### src/rtl/line_follow_sequencer.sv
// Route-level rover drive controller: debounces tape/proximity sensors, steers
// the motor pair while line following and executes a programmed turn per junction.
module line_follow_sequencer #(
  parameter int                     ROUTE_LEN    = 4,
  parameter logic [2*ROUTE_LEN-1:0] ROUTE        = 8'b11_01_00_10,
  parameter int                     DEB_CYCLES   = 4,
  parameter int                     CROSS_CYCLES = 50,
  parameter int                     TURN_MIN     = 20,
  parameter int                     TURN_MAX     = 1000,
  parameter int                     LOST_CYCLES  = 200
) (
  input  logic       clk,
  input  logic       rst_n,
  input  logic       start,
  input  logic [2:0] induct,
  input  logic       proxim,
  input  logic       red,
  output logic [3:0] motorIn,
  output logic [1:0] motorEn,
  output logic [2:0] state,
  output logic [3:0] junc_idx,
  output logic       done,
  output logic       fault
);

  localparam int FW = $clog2(DEB_CYCLES + 1);
  localparam int CW = $clog2(CROSS_CYCLES + 1);
  localparam int TW = $clog2(TURN_MAX + 1);
  localparam int LW = $clog2(LOST_CYCLES + 1);

  localparam logic [FW-1:0] DEB_MAX    = FW'(DEB_CYCLES);
  localparam logic [CW-1:0] CROSS_LAST = CW'(CROSS_CYCLES - 1);
  localparam logic [TW-1:0] TURN_LAST  = TW'(TURN_MAX - 1);
  localparam logic [TW-1:0] TMIN_ONE   = TW'(TURN_MIN);
  localparam logic [TW-1:0] TMIN_TWO   = TW'(2 * TURN_MIN);
  localparam logic [LW-1:0] LOST_LAST  = LW'(LOST_CYCLES - 1);
  localparam logic [3:0]    LAST_JUNC  = 4'(ROUTE_LEN - 1);

  localparam logic [3:0] MOT_FWD   = 4'b0110;
  localparam logic [3:0] MOT_LEFT  = 4'b1010;
  localparam logic [3:0] MOT_RIGHT = 4'b0101;

  typedef enum logic [2:0] {
    S_IDLE    = 3'd0,
    S_FOLLOW  = 3'd1,
    S_CROSS   = 3'd2,
    S_TURN    = 3'd3,
    S_BLOCKED = 3'd4,
    S_DONE    = 3'd5,
    S_FAULT   = 3'd6
  } state_t;

  // sensor filters
  logic [2:0]    ind_samp_r, ind_f_r;
  logic [FW-1:0] ind_cnt_r, ind_cnt_nxt_s;
  logic          prox_samp_r, prox_f_r;
  logic [FW-1:0] prox_cnt_r, prox_cnt_nxt_s;

  // sequencer state
  state_t        state_r, state_nxt_s, ret_r, ret_nxt_s;
  logic [3:0]    junc_r, junc_nxt_s;
  logic [CW-1:0] cross_cnt_r, cross_cnt_nxt_s;
  logic [TW-1:0] spin_cnt_r, spin_cnt_nxt_s, spin_min_s;
  logic [LW-1:0] lost_cnt_r, lost_cnt_nxt_s;
  logic [3:0]    last_cmd_r, last_cmd_nxt_s;
  logic [3:0]    spin_dir_r, spin_dir_nxt_s;
  logic          uturn_r, uturn_nxt_s;
  logic [1:0]    code_s;
  logic [3:0]    mot_in_r, mot_in_nxt_s;
  logic [1:0]    mot_en_r, mot_en_nxt_s;
  logic          done_r, fault_r;

  // A run of equal samples saturates at DEB_MAX; any change restarts it at one.
  assign ind_cnt_nxt_s  = (induct == ind_samp_r)
                          ? ((ind_cnt_r == DEB_MAX) ? DEB_MAX : ind_cnt_r + FW'(1))
                          : FW'(1);
  assign prox_cnt_nxt_s = (proxim == prox_samp_r)
                          ? ((prox_cnt_r == DEB_MAX) ? DEB_MAX : prox_cnt_r + FW'(1))
                          : FW'(1);

  assign spin_min_s = uturn_r ? TMIN_TWO : TMIN_ONE;

  // Debounce history for the tape sensors and the proximity input.
  always_ff @(posedge clk) begin
    if (!rst_n) begin
      ind_samp_r  <= 3'b111;
      ind_cnt_r   <= '0;
      ind_f_r     <= 3'b111;
      prox_samp_r <= 1'b0;
      prox_cnt_r  <= '0;
      prox_f_r    <= 1'b0;
    end else begin
      ind_samp_r  <= induct;
      ind_cnt_r   <= ind_cnt_nxt_s;
      ind_f_r     <= (ind_cnt_nxt_s == DEB_MAX) ? induct : ind_f_r;
      prox_samp_r <= proxim;
      prox_cnt_r  <= prox_cnt_nxt_s;
      prox_f_r    <= (prox_cnt_nxt_s == DEB_MAX) ? proxim : prox_f_r;
    end
  end

  // Turn code of the junction currently being executed.
  always_comb begin
    code_s = 2'b00;
    for (int j = 0; j < ROUTE_LEN; j++) begin
      code_s = code_s | ((junc_r == 4'(j)) ? ROUTE[2*j +: 2] : 2'b00);
    end
  end

  // Next-state, counter and motor-command decode.
  always_comb begin
    state_nxt_s     = state_r;
    ret_nxt_s       = ret_r;
    junc_nxt_s      = junc_r;
    cross_cnt_nxt_s = cross_cnt_r;
    spin_cnt_nxt_s  = spin_cnt_r;
    lost_cnt_nxt_s  = lost_cnt_r;
    last_cmd_nxt_s  = last_cmd_r;
    spin_dir_nxt_s  = spin_dir_r;
    uturn_nxt_s     = uturn_r;

    if (red && (state_r != S_FAULT)) begin
      state_nxt_s = S_DONE;
    end else if (prox_f_r && ((state_r == S_FOLLOW) || (state_r == S_CROSS) ||
                              (state_r == S_TURN))) begin
      // Everything else is frozen so the interrupted activity resumes intact.
      state_nxt_s = S_BLOCKED;
      ret_nxt_s   = state_r;
    end else begin
      case (state_r)
        S_IDLE: begin
          if (start) begin
            state_nxt_s     = S_FOLLOW;
            junc_nxt_s      = 4'd0;
            cross_cnt_nxt_s = '0;
            spin_cnt_nxt_s  = '0;
            lost_cnt_nxt_s  = '0;
          end else begin
            state_nxt_s = S_IDLE;
          end
        end
        S_FOLLOW: begin
          lost_cnt_nxt_s = '0;
          case (ind_f_r)
            3'b101:         last_cmd_nxt_s = MOT_FWD;
            3'b001, 3'b011: last_cmd_nxt_s = MOT_LEFT;
            3'b100, 3'b110: last_cmd_nxt_s = MOT_RIGHT;
            3'b010:         last_cmd_nxt_s = last_cmd_r;
            3'b000: begin
              state_nxt_s     = S_CROSS;
              cross_cnt_nxt_s = '0;
            end
            default: begin
              lost_cnt_nxt_s = lost_cnt_r + LW'(1);
              state_nxt_s    = (lost_cnt_r == LOST_LAST) ? S_FAULT : S_FOLLOW;
            end
          endcase
        end
        S_CROSS: begin
          cross_cnt_nxt_s = cross_cnt_r + CW'(1);
          if (cross_cnt_r == CROSS_LAST) begin
            case (code_s)
              2'b00: begin
                junc_nxt_s  = junc_r + 4'd1;
                state_nxt_s = (junc_r == LAST_JUNC) ? S_DONE : S_FOLLOW;
              end
              default: begin
                state_nxt_s    = S_TURN;
                spin_cnt_nxt_s = '0;
                spin_dir_nxt_s = (code_s == 2'b01) ? MOT_LEFT : MOT_RIGHT;
                uturn_nxt_s    = (code_s == 2'b11);
              end
            endcase
          end else begin
            state_nxt_s = S_CROSS;
          end
        end
        S_TURN: begin
          if ((spin_cnt_r >= spin_min_s) && !ind_f_r[1]) begin
            junc_nxt_s  = junc_r + 4'd1;
            state_nxt_s = (junc_r == LAST_JUNC) ? S_DONE : S_FOLLOW;
          end else begin
            spin_cnt_nxt_s = spin_cnt_r + TW'(1);
            state_nxt_s    = (spin_cnt_r == TURN_LAST) ? S_FAULT : S_TURN;
          end
        end
        S_BLOCKED: begin
          if (!prox_f_r) begin
            state_nxt_s = ret_r;
          end else begin
            state_nxt_s = S_BLOCKED;
          end
        end
        S_DONE:  state_nxt_s = S_DONE;
        S_FAULT: state_nxt_s = S_FAULT;
        default: state_nxt_s = S_FAULT;
      endcase
    end

    // Motor outputs follow the state being entered; stopped states keep direction.
    case (state_nxt_s)
      S_FOLLOW: begin
        mot_in_nxt_s = last_cmd_nxt_s;
        mot_en_nxt_s = 2'b11;
      end
      S_CROSS: begin
        mot_in_nxt_s = MOT_FWD;
        mot_en_nxt_s = 2'b11;
      end
      S_TURN: begin
        mot_in_nxt_s = spin_dir_nxt_s;
        mot_en_nxt_s = 2'b11;
      end
      default: begin
        mot_in_nxt_s = mot_in_r;
        mot_en_nxt_s = 2'b00;
      end
    endcase
  end

  // Sequencer state, counters and registered outputs.
  always_ff @(posedge clk) begin
    if (!rst_n) begin
      state_r     <= S_IDLE;
      ret_r       <= S_IDLE;
      junc_r      <= 4'd0;
      cross_cnt_r <= '0;
      spin_cnt_r  <= '0;
      lost_cnt_r  <= '0;
      last_cmd_r  <= MOT_FWD;
      spin_dir_r  <= MOT_LEFT;
      uturn_r     <= 1'b0;
      mot_in_r    <= MOT_FWD;
      mot_en_r    <= 2'b00;
      done_r      <= 1'b0;
      fault_r     <= 1'b0;
    end else begin
      state_r     <= state_nxt_s;
      ret_r       <= ret_nxt_s;
      junc_r      <= junc_nxt_s;
      cross_cnt_r <= cross_cnt_nxt_s;
      spin_cnt_r  <= spin_cnt_nxt_s;
      lost_cnt_r  <= lost_cnt_nxt_s;
      last_cmd_r  <= last_cmd_nxt_s;
      spin_dir_r  <= spin_dir_nxt_s;
      uturn_r     <= uturn_nxt_s;
      mot_in_r    <= mot_in_nxt_s;
      mot_en_r    <= mot_en_nxt_s;
      done_r      <= (state_nxt_s == S_DONE);
      fault_r     <= (state_nxt_s == S_FAULT);
    end
  end

  assign motorIn  = mot_in_r;
  assign motorEn  = mot_en_r;
  assign state    = state_r;
  assign junc_idx = junc_r;
  assign done     = done_r;
  assign fault    = fault_r;

endmodule

### config.mk
export PLATFORM = sky130hd
export DESIGN_NAME = line_follow_sequencer
export DESIGN_NICKNAME = d
export VERILOG_FILES = /design/src/rtl/line_follow_sequencer.sv
export SDC_FILE = /design/constraint.sdc
export NUM_CORES = 1
export LEC_CHECK = 0
export BUFFER_PORTS_ARGS = -buffer_cell sky130_fd_sc_hd__buf_2
export CAP_MARGIN = 20
export CELL_PAD_IN_SITES_DETAIL_PLACEMENT = 1
export CELL_PAD_IN_SITES_GLOBAL_PLACEMENT = 1
export CORE_ASPECT_RATIO = 1.2
export CORE_MARGIN = 2
export CORE_UTILIZATION = 30
export DETAILED_ROUTE_END_ITERATION = 12
export PLACE_DENSITY_LB_ADDON = 0.25
export SLEW_MARGIN = 20
export SYNTH_ARGS = -nofsm -noshare
export SYNTH_HDL_FRONTEND = slang
export SYNTH_SLANG_ARGS = --single-unit
### constraint.sdc
create_clock -name clk -period 3.3 [get_ports clk]
set_input_delay 0.825 -clock clk [delete_from_list [all_inputs] [get_ports clk]]
set_output_delay 0.825 -clock clk [all_outputs]
set_load 0.01 [all_outputs]
# --- Word-level counts from Yosys, hierarchy flattened ---
# Index checks and enable logic that the tools add are counted.
totals:
  inputBits: 8
  elab_cells: 141
  ff_bits: 65
classes:
  n_eq_ne: 37
  muxes: 48
  reduce_logical: 25
  n_bitwise: 5
  n_addsub: 6
  n_lt_le_gt_ge: 1
ops:
  columns: ["op", "count"]
  rows:
  - ["$mux 4", 13]
  - ["$mux 10", 4]
  - ["$mux 3", 13]
  - ["$pmux 4 s3", 3]
  - ["$eq 3x3->1 const B", 11]
  - ["$pmux 10 s3", 1]
  - ["$eq 3x2->1 const B", 6]
  - ["$mux 6", 3]
  - ["$pmux 3 s6", 1]
  - ["$pmux 6 s3", 1]
  - ["$mux 8", 2]
  - ["$pmux 8 s2", 1]
  - ["$reduce_and 7->1", 2]
  - ["$add 10x1->10 const B", 1]
  - ["$eq 10x10->1 const B", 1]
  - ["$ge 10x6->1", 1]
  - ["$reduce_and 5->1", 2]
  - ["$eq 3x1->1 const B", 3]
  - ["$reduce_bool 3->1", 3]
  - ["$add 8x1->8 const B", 1]
  - ["$eq 4x2->1 const B", 2]
  - ["$eq 8x8->1 const B", 1]
  - ["$ne 2x1->1 const B", 4]
  - ["$reduce_or 7->1", 1]
  - ["other kinds (28)", 41]

# --- Logic depth before layout (Yosys ltp) ---
# Gate-level depths: netlist of run 1.
logic_depth:
  word_depth: 13
  mapped_depth: 10
  depth_no_buf: 9

# --- Least setup slack after synthesis of run 1 ---
# OpenSTA, ideal clock, no wires.
synth_path:
  path_kind: "input-to-reg"
  from: "input red"
  to: "register mot_in_r[2], in the netlist motorIn[2]"
  path_slack_ps: 858
  arrival_time_ps: 2320
  cell_stages: 8
  cell_sequence: "buf_2 -> nor2b_1 -> o32ai_4 -> nand3_2 -> a21oi_2 -> o21ai_1 -> mux2_2 -> a221o_1"
synth_between:
  elab_chain_cells: 4
  elab_cells_between_ends: 9
  classes_between: "eq/ne (3); mux (4); reduce/logical (2)"
synth_rtl:
  columns: ["element", "line", "text"]
  rows:
  - ["start, declared", "17", "input logic red,"]
  - ["$logic_and 1x1->1 *", "122", "if (red && (state_r != S_FAULT)) begin"]
  - ["$mux 3", "122", null]
  - ["$eq 3x2->1 / $eq 3x1->1 (equally long branches)", "201", "case (state_nxt_s)"]
  - ["$pmux 4 s3 / $reduce_bool 3->1 (equally long branches)", null, null]
  - ["end signal, assigned", "247", "mot_in_r <= mot_in_nxt_s;"]
  - ["end, declared", "69", "logic [3:0] mot_in_r, mot_in_nxt_s;"]
# Mark *: on every way between the ends. The rest lies on a longest branch, timed or not.
# A chain may end at the register's enable or synchronous reset.

# --- Worst setup path in the final report of run 1 ---
layout_path:
  from: "register state_r[2], in the netlist state[2]"
  to: "register mot_in_r[2], in the netlist motorIn[2]"
layout_between:
  elab_chain_cells: 8
  elab_cells_between_ends: 26
  classes_between: "eq/ne (9); mux (11); reduce/logical (6)"
layout_rtl:
  columns: ["element", "line", "text"]
  rows:
  - ["start, declared", "60", "state_t state_r, state_nxt_s, ret_r, ret_nxt_s;"]
  - ["start signal, assigned", "238", "state_r <= state_nxt_s;"]
  - ["branches (longest 8 deep; another with $pmux 3 s6)", null, null]
# Several ways; the timed one is not identified.

==> results.yml, run 1 <==
floorplanning:
  row_count: 43
  io_pins: 23
  die_y_um: 122
  fp.dieW_um: 102
  die-area_um2: 12400
  start_util_pct: 30.4
  core-area_um2: 11400
synth:
  synth_top_cell_by_area: "dfxtp_1"
  synthCells: 404
  syn_area_um2: 3470
  synthArstFlopShare_pct: 0
  yosysTopAreaCellShare_pct: 36.9
  synth-seq-area-share_pct: 36.9
  ys_seq_elements: 64
  synth_cell_types: 66
  yosysWarningCount: 0
  synthTopCellsByArea: "dfxtp_1 37%, nor2_1 6.1%, ha_1 5.8%"
  syn_avg_cell_area_um2: 8.58
  yosys_most_used_dff: "dfxtp_1"
  syn_nets: 428
  synth-edff-count: 0
sta:
  period_needed_ns: 2.56
  holdWs_ns: 0.426
  worstMarginPinSlew_ns: 0.946
  hold_viol_final: 0
  finalClockSkew_ns: 0.00808
  grt_setup_unrepaired: "no"
  max_slew_margin_pct: 36.8
  drv_slew: 0
  fmax_mhz: 391
  fin_setup_tns_ns: 0
  final-setup-viol-count: 0
  fin_crit_sh_pct: 77.5
finish:
  stdcell_area_um2: 4020
  nets: 447
  area_delta_synth_final_pct: 15.9
  diodes: 0
  drive_gt1_share_pct: 14.3
  utilization_pct: 35.2
critical_path:
  path_depth: 7
  cp_num_buf_inv: 0
  critical_path.max_stage_delay_ns: 0.83
  critPathArrivalTime_ns: 2.78
  crit_type: "reg2reg"
  cp_top_family: "compound AO/OA/AOI/OAI gates"
  path_max_fanout: 19
  crit_slowest_cell: "dfxtp_1"
  cp.required_ns: 3.52
  cp-start-kind: "flip-flop"
  cp-end-kind: "flip-flop"
  path_cells: "nor2b_1, o32ai_4, nand3_2, a21oi_2, o21ai_1, mux2_2, a221o_1"
  r2r.worst_path.cells: 7
place:
  gp_congestion: 0.772
  place_area_um2: 3700
  dp_hpwl_mm: 6.01
  port_buffers: 22
drt:
  vias: 2848
  drt_iter0_markers: 93
  drtPass1Iterations: 4
  ant_nets: 0
  routed_via_density: 4.87
  drt-total-wl_mm: 8.30
  wl_per_cell_um: 14.2
  drcViolationCount: 0
power:
  ir_drop_mv: 0.198
  p_per_area_nw_per_um2: 494
  leakage_uw: 0.00153
clock_network:
  post_cts_buffers: 0
  cts_root_buf: "clkbuf_16"
  clkSinkCount: 64
  tritoncts: "built"
  clk_pin_slew_ns: 0.06
  cts-htree-levels: 3
  worstSkewPairLatency_ns: 0.34
  cts_buffer_depth: 2
  cts_hold_buffers: 0
  cts-resized-gates: 0
  numCtsBuffers: 9
hold_path:
  hold_path_depth: 2
  holdCritPathClass: "reg2reg"
grt:
  grt_pass1_vias: 2884
  overflow: 0
  antenna_found_initial: 0
  track_usage_pct: 14.7
  grt_start_max_net_pins: 25
  grt_pass1_wl_mm: 14.2
flow_run:
  drv_cap: 0
outcome:
  status: "finished clean"
[metal layers]
metal / share of wire, % / routed length (um) / global-route usage, %
met2: 48 / 3980 / 23.4
met3: 2.9 / 240 / 3.79
met4: 2.0 / 168 / 5.50
met1: 47 / 3910 / 19.1
met5: 0 / 0 / 0
[cell usage in the layout, fill, tap and decap left out, types with 6 or more instances in the layout]
cell type / n
mux2i_1: 12
nand2_1: 33
nor2_1: 56
nand4_1: 8
and3_1: 6
o21ai_0: 14
nand3_1: 10
a21oi_1: 22
nor3_1: 8
xor2_1: 10
nand2b_1: 7
buf_2: 22
ha_1: 16
xnor2_1: 15
dfxtp_1: 64
inv_1: 25
clkbuf_16: 9
[final timing paths]
path	from	endpoint	slack (ns)
setup reg to reg	state[2]	motorIn[2]	0.74
hold reg to reg	ret_r[2]	ret_r[2]	0.43
setup / recovery	state[2]	motorIn[2]	0.74
hold / removal	ret_r[2]	ret_r[2]	0.43
[cells by family after synthesis]
family / synth area share, %
AND/OR/NAND/NOR: 26.7
AO/OA/AOI/OAI: 15.3
flip-flops: 36.9
buffers and inverters: 5.16
XOR/XNOR: 6.31
adder cells (fa/ha/maj): 5.77
multiplexers: 3.79
[metrics by stage]
step                setup slack [ns]  total power [uW]  cells
detailed placement             0.682               980    569
floorplan                      0.858               937    404
finish                         0.743              1980    585
global placement               0.705               977    569
global route                   0.508              2070    585
CTS                            0.729              2020    585
[power breakdown]
group	internal, uW	switching, uW
clock network	662	362
registers	792	22.7
logic	59.6	86.1
total	1510	471
[worst register-to-register path: stages (launching register included)]
cell and delay, ns:
dfxtp_1 0.83, nor2b_1 0.26, o32ai_4 0.40, nand3_2 0.16, a21oi_2 0.17, o21ai_1 0.07
mux2_2 0.26, a221o_1 0.29
[state kept, by name (all words and copies together), names as in the netlist, 3 cells and up]
name,cells
lost_cnt_r,8
motorIn,4
state,3
ind_cnt_r,3
spin_cnt_r,10
ret_r,3
prox_cnt_r,3
ind_samp_r,3
spin_dir_r,4
junc_idx,4
cross_cnt_r,6
ind_f_r,3
last_cmd_r,4
[Yosys cell counts, types with 4 or more instances]
master / instances
dfxtp_1: 64
nor2_1: 56
nand2_1: 33
inv_1: 25
a21oi_1: 22
ha_1: 16
xnor2_1: 15
o21ai_0: 14
mux2i_1: 12
nand3_1: 10
xor2_1: 10
nand4_1: 8
nor3_1: 8
nand2b_1: 7
and3_1: 6
buf_4: 6
buf_2: 5
nand3b_1: 5
nor2b_1: 5
o21ai_1: 5
clkbuf_1: 4
nor4_1: 4
[final cells by class]
type | instances | area (um^2)
well taps | 157 | 196
multi-input cells | 300 | 2010
clock inverters | 7 | 96.3
flip-flops and latches | 64 | 1280
fillers | 1397 | 7390
inverters | 25 | 93.8
repair buffers | 23 | 118
clock buffers | 9 | 225
No activity file was read; power rests on OpenSTA's default activity.
==> inputs of run 2 (changes only) <==
clock period = 2.18 ns   (was 3.3 ns; I/O delays follow)
==> run 2 against run 1 <==
Against the previous run: utilization increased by 5.7 points; clock skew down 0.00072 ns; register-to-register slack got worse by 0.74 ns; total power up 57%; global-route usage grew 1.5 points; clock power is 58% higher; sequential share of layout area down 4.3 points; critical path depth is 2 higher; worst setup slack got worse by 0.74 ns; hold slack gained 0.0012 ns; cell count is 11% higher; cell area rose by 16%; critical endpoint unchanged.
==> results.yml, run 2 (same netlist as run 1, synthesis figures left out) <==
clock_network:
  cts_buffer_depth: 2
  cts_hold_buffers: 0
  tritoncts: "built"
  worstSkewPairLatency_ns: 0.34
  numCtsBuffers: 9
  clkSinkCount: 64
  cts-htree-levels: 3
  cts_root_buf: "clkbuf_16"
  clk_pin_slew_ns: 0.06
finish:
  drive_gt1_share_pct: 30.4
  regMostFlops: "spin_cnt_r"
  fill_cells: 1363
  diodes: 0
  area_delta_synth_final_pct: 34.6
  stdcell_area_um2: 4670
  regArea_um2: 1290
  utilization_pct: 40.9
  largest_reg_flops: 10
  reg_top3: "spin_cnt_r (10), lost_cnt_r (8), cross_cnt_r (6)"
  layout_common_cells: "65 x buf_4, 59 x dfxtp_1, 55 x nor2_1"
  nets: 513
  multi_input_area_um2: 2140
  final_common_cell: "buf_4"
sta:
  hold_viol_final: 0
  fin_crit_sh_pct: 100
  drv_slew: 0
  grt_setup_unrepaired: "yes"
  setup_slack_ns: 0.000242
  period_needed_ns: 2.18
  max_slew_margin_pct: 65.6
  finalClockSkew_ns: 0.00736
  fmax_mhz: 459
  final-setup-viol-count: 0
  worstMarginPinSlew_ns: 0.516
critical_path:
  r2r.worst_path.cells: 9
  critPathArrivalTime_ns: 2.41
  crit_slowest_cell: "dfxtp_1"
  cp-end-kind: "flip-flop"
  path_cells: "inv_1, ha_1, and4bb_4, a311oi_2, or3_4, and3_4, a21oi_1, mux2_4, a221o_1"
  crit_type: "reg2reg"
  cp_top_family: "simple AND/OR/NAND/NOR gates"
  path_depth: 9
  cp.required_ns: 2.41
  cp-start-kind: "flip-flop"
  crit_start: "cross_cnt_r[1]"
  crit_end: "motorIn[2]"
  cp_num_buf_inv: 1
  r2r-end: "motorIn[2]"
  r2r_start: "cross_cnt_r[1]"
  path_max_fanout: 5
  reg2reg_slack_ns: 0.0002
  critical_path.max_stage_delay_ns: 0.32
power:
  pwr-share-comb_pct: 9.5
  netSwitchingFraction_pct: 24.2
  p_clk_share_pct: 51.6
  power_frac_seq_pct: 39.0
  leakage_uw: 0.00189
  power_switching_uw: 757
  p_per_area_nw_per_um2: 668
  p_int_uw: 2360
  ir_drop_mv: 0.384
drt:
  drtPass1Iterations: 4
  drcViolationCount: 0
  routed_via_density: 4.80
  wl_per_cell_um: 14.4
  ant_nets: 0
  drt_iter0_markers: 82
  drt-total-wl_mm: 9.37
  vias: 3123
hold_path:
  holdCritPathClass: "in2reg"
place:
  port_buffers: 22
  gp_congestion: 0.784
  dp_hpwl_mm: 6.90
  dp_slack_ns: -0.171
  place_area_um2: 4160
floorplanning:
  io_pins: 23
  core-area_um2: 11400
  die-area_um2: 12400
  fp.dieW_um: 102
  die_y_um: 122
  row_count: 43
  start_util_pct: 30.4
grt:
  track_usage_pct: 16.2
  grt_pass1_vias: 3247
  antenna_found_initial: 0
  overflow: 0
  grt_start_max_net_pins: 15
  grt_pass1_wl_mm: 15.5
outcome:
  status: "finished clean"
flow_run:
  drv_cap: 0
## run 2: area by class of cell
class                           instances  area share (%)
Tap cell                              157            4.21
Multi-Input combinational cell        300            45.7
Clock inverter                          6            1.96
Timing Repair Buffer                   89            13.3
Inverter                               25            2.06
Sequential cell                        64            27.6
Clock buffer                           10            5.12
## run 2: how the worst min path moves through the flow
| stage | startpoint | to | slack, ns | cells after the start |
|---|---|---|---|---|
| 2_1_floorplan | ret_r[2] | ret_r[2] | 0.41 | 2 |
| 3_5_place_dp | ret_r[2] | ret_r[2] | 0.42 | 2 |
| 6_report | induct[2] | ind_samp_r[2] | 0.43 | 2 |
| 5_1_grt | induct[1] | ind_samp_r[1] | 0.43 | 2 |
| 3_3_place_gp | ret_r[2] | ret_r[2] | 0.42 | 2 |
| 4_1_cts | induct[2] | ind_samp_r[2] | 0.42 | 2 |
## run 2: repair_timing
| item | 4_1_cts | 5_1_grt |
|---|---|---|
| setup endpoints to repair | 8 | 16 |
| buffers inserted | 2 | 4 |
| pin swaps | 8 | 9 |
| gates resized for setup | 12 | 18 |
## run 2: power groups by stage
stage          clock network [uW]  logic (uW)  registers [uW]
2_1_floorplan                   0         173            1250
3_3_place_gp                    0         276            1240
3_5_place_dp                    0         285            1240
4_1_cts                      1650         288            1220
5_1_grt                      1710         328            1220
6_report                     1610         295            1220
## run 2: routing by layer
metal  GRT usage, %  routed length (um)
met5              0                   0
met4           5.25                 136
met3           4.93                 269
met2           26.6                4580
met1           20.1                4390
## run 2: through the flow
stage,total power [uW],TNS (ns),cells,hold slack (ns)
floorplan,1420,0,404,0.407
CTS,3150,-0.0180,647,0.424
global placement,1520,-0.0428,629,0.416
finish,3120,0,651,0.427
detailed placement,1530,-0.549,629,0.423
global route,3260,-0.476,651,0.427
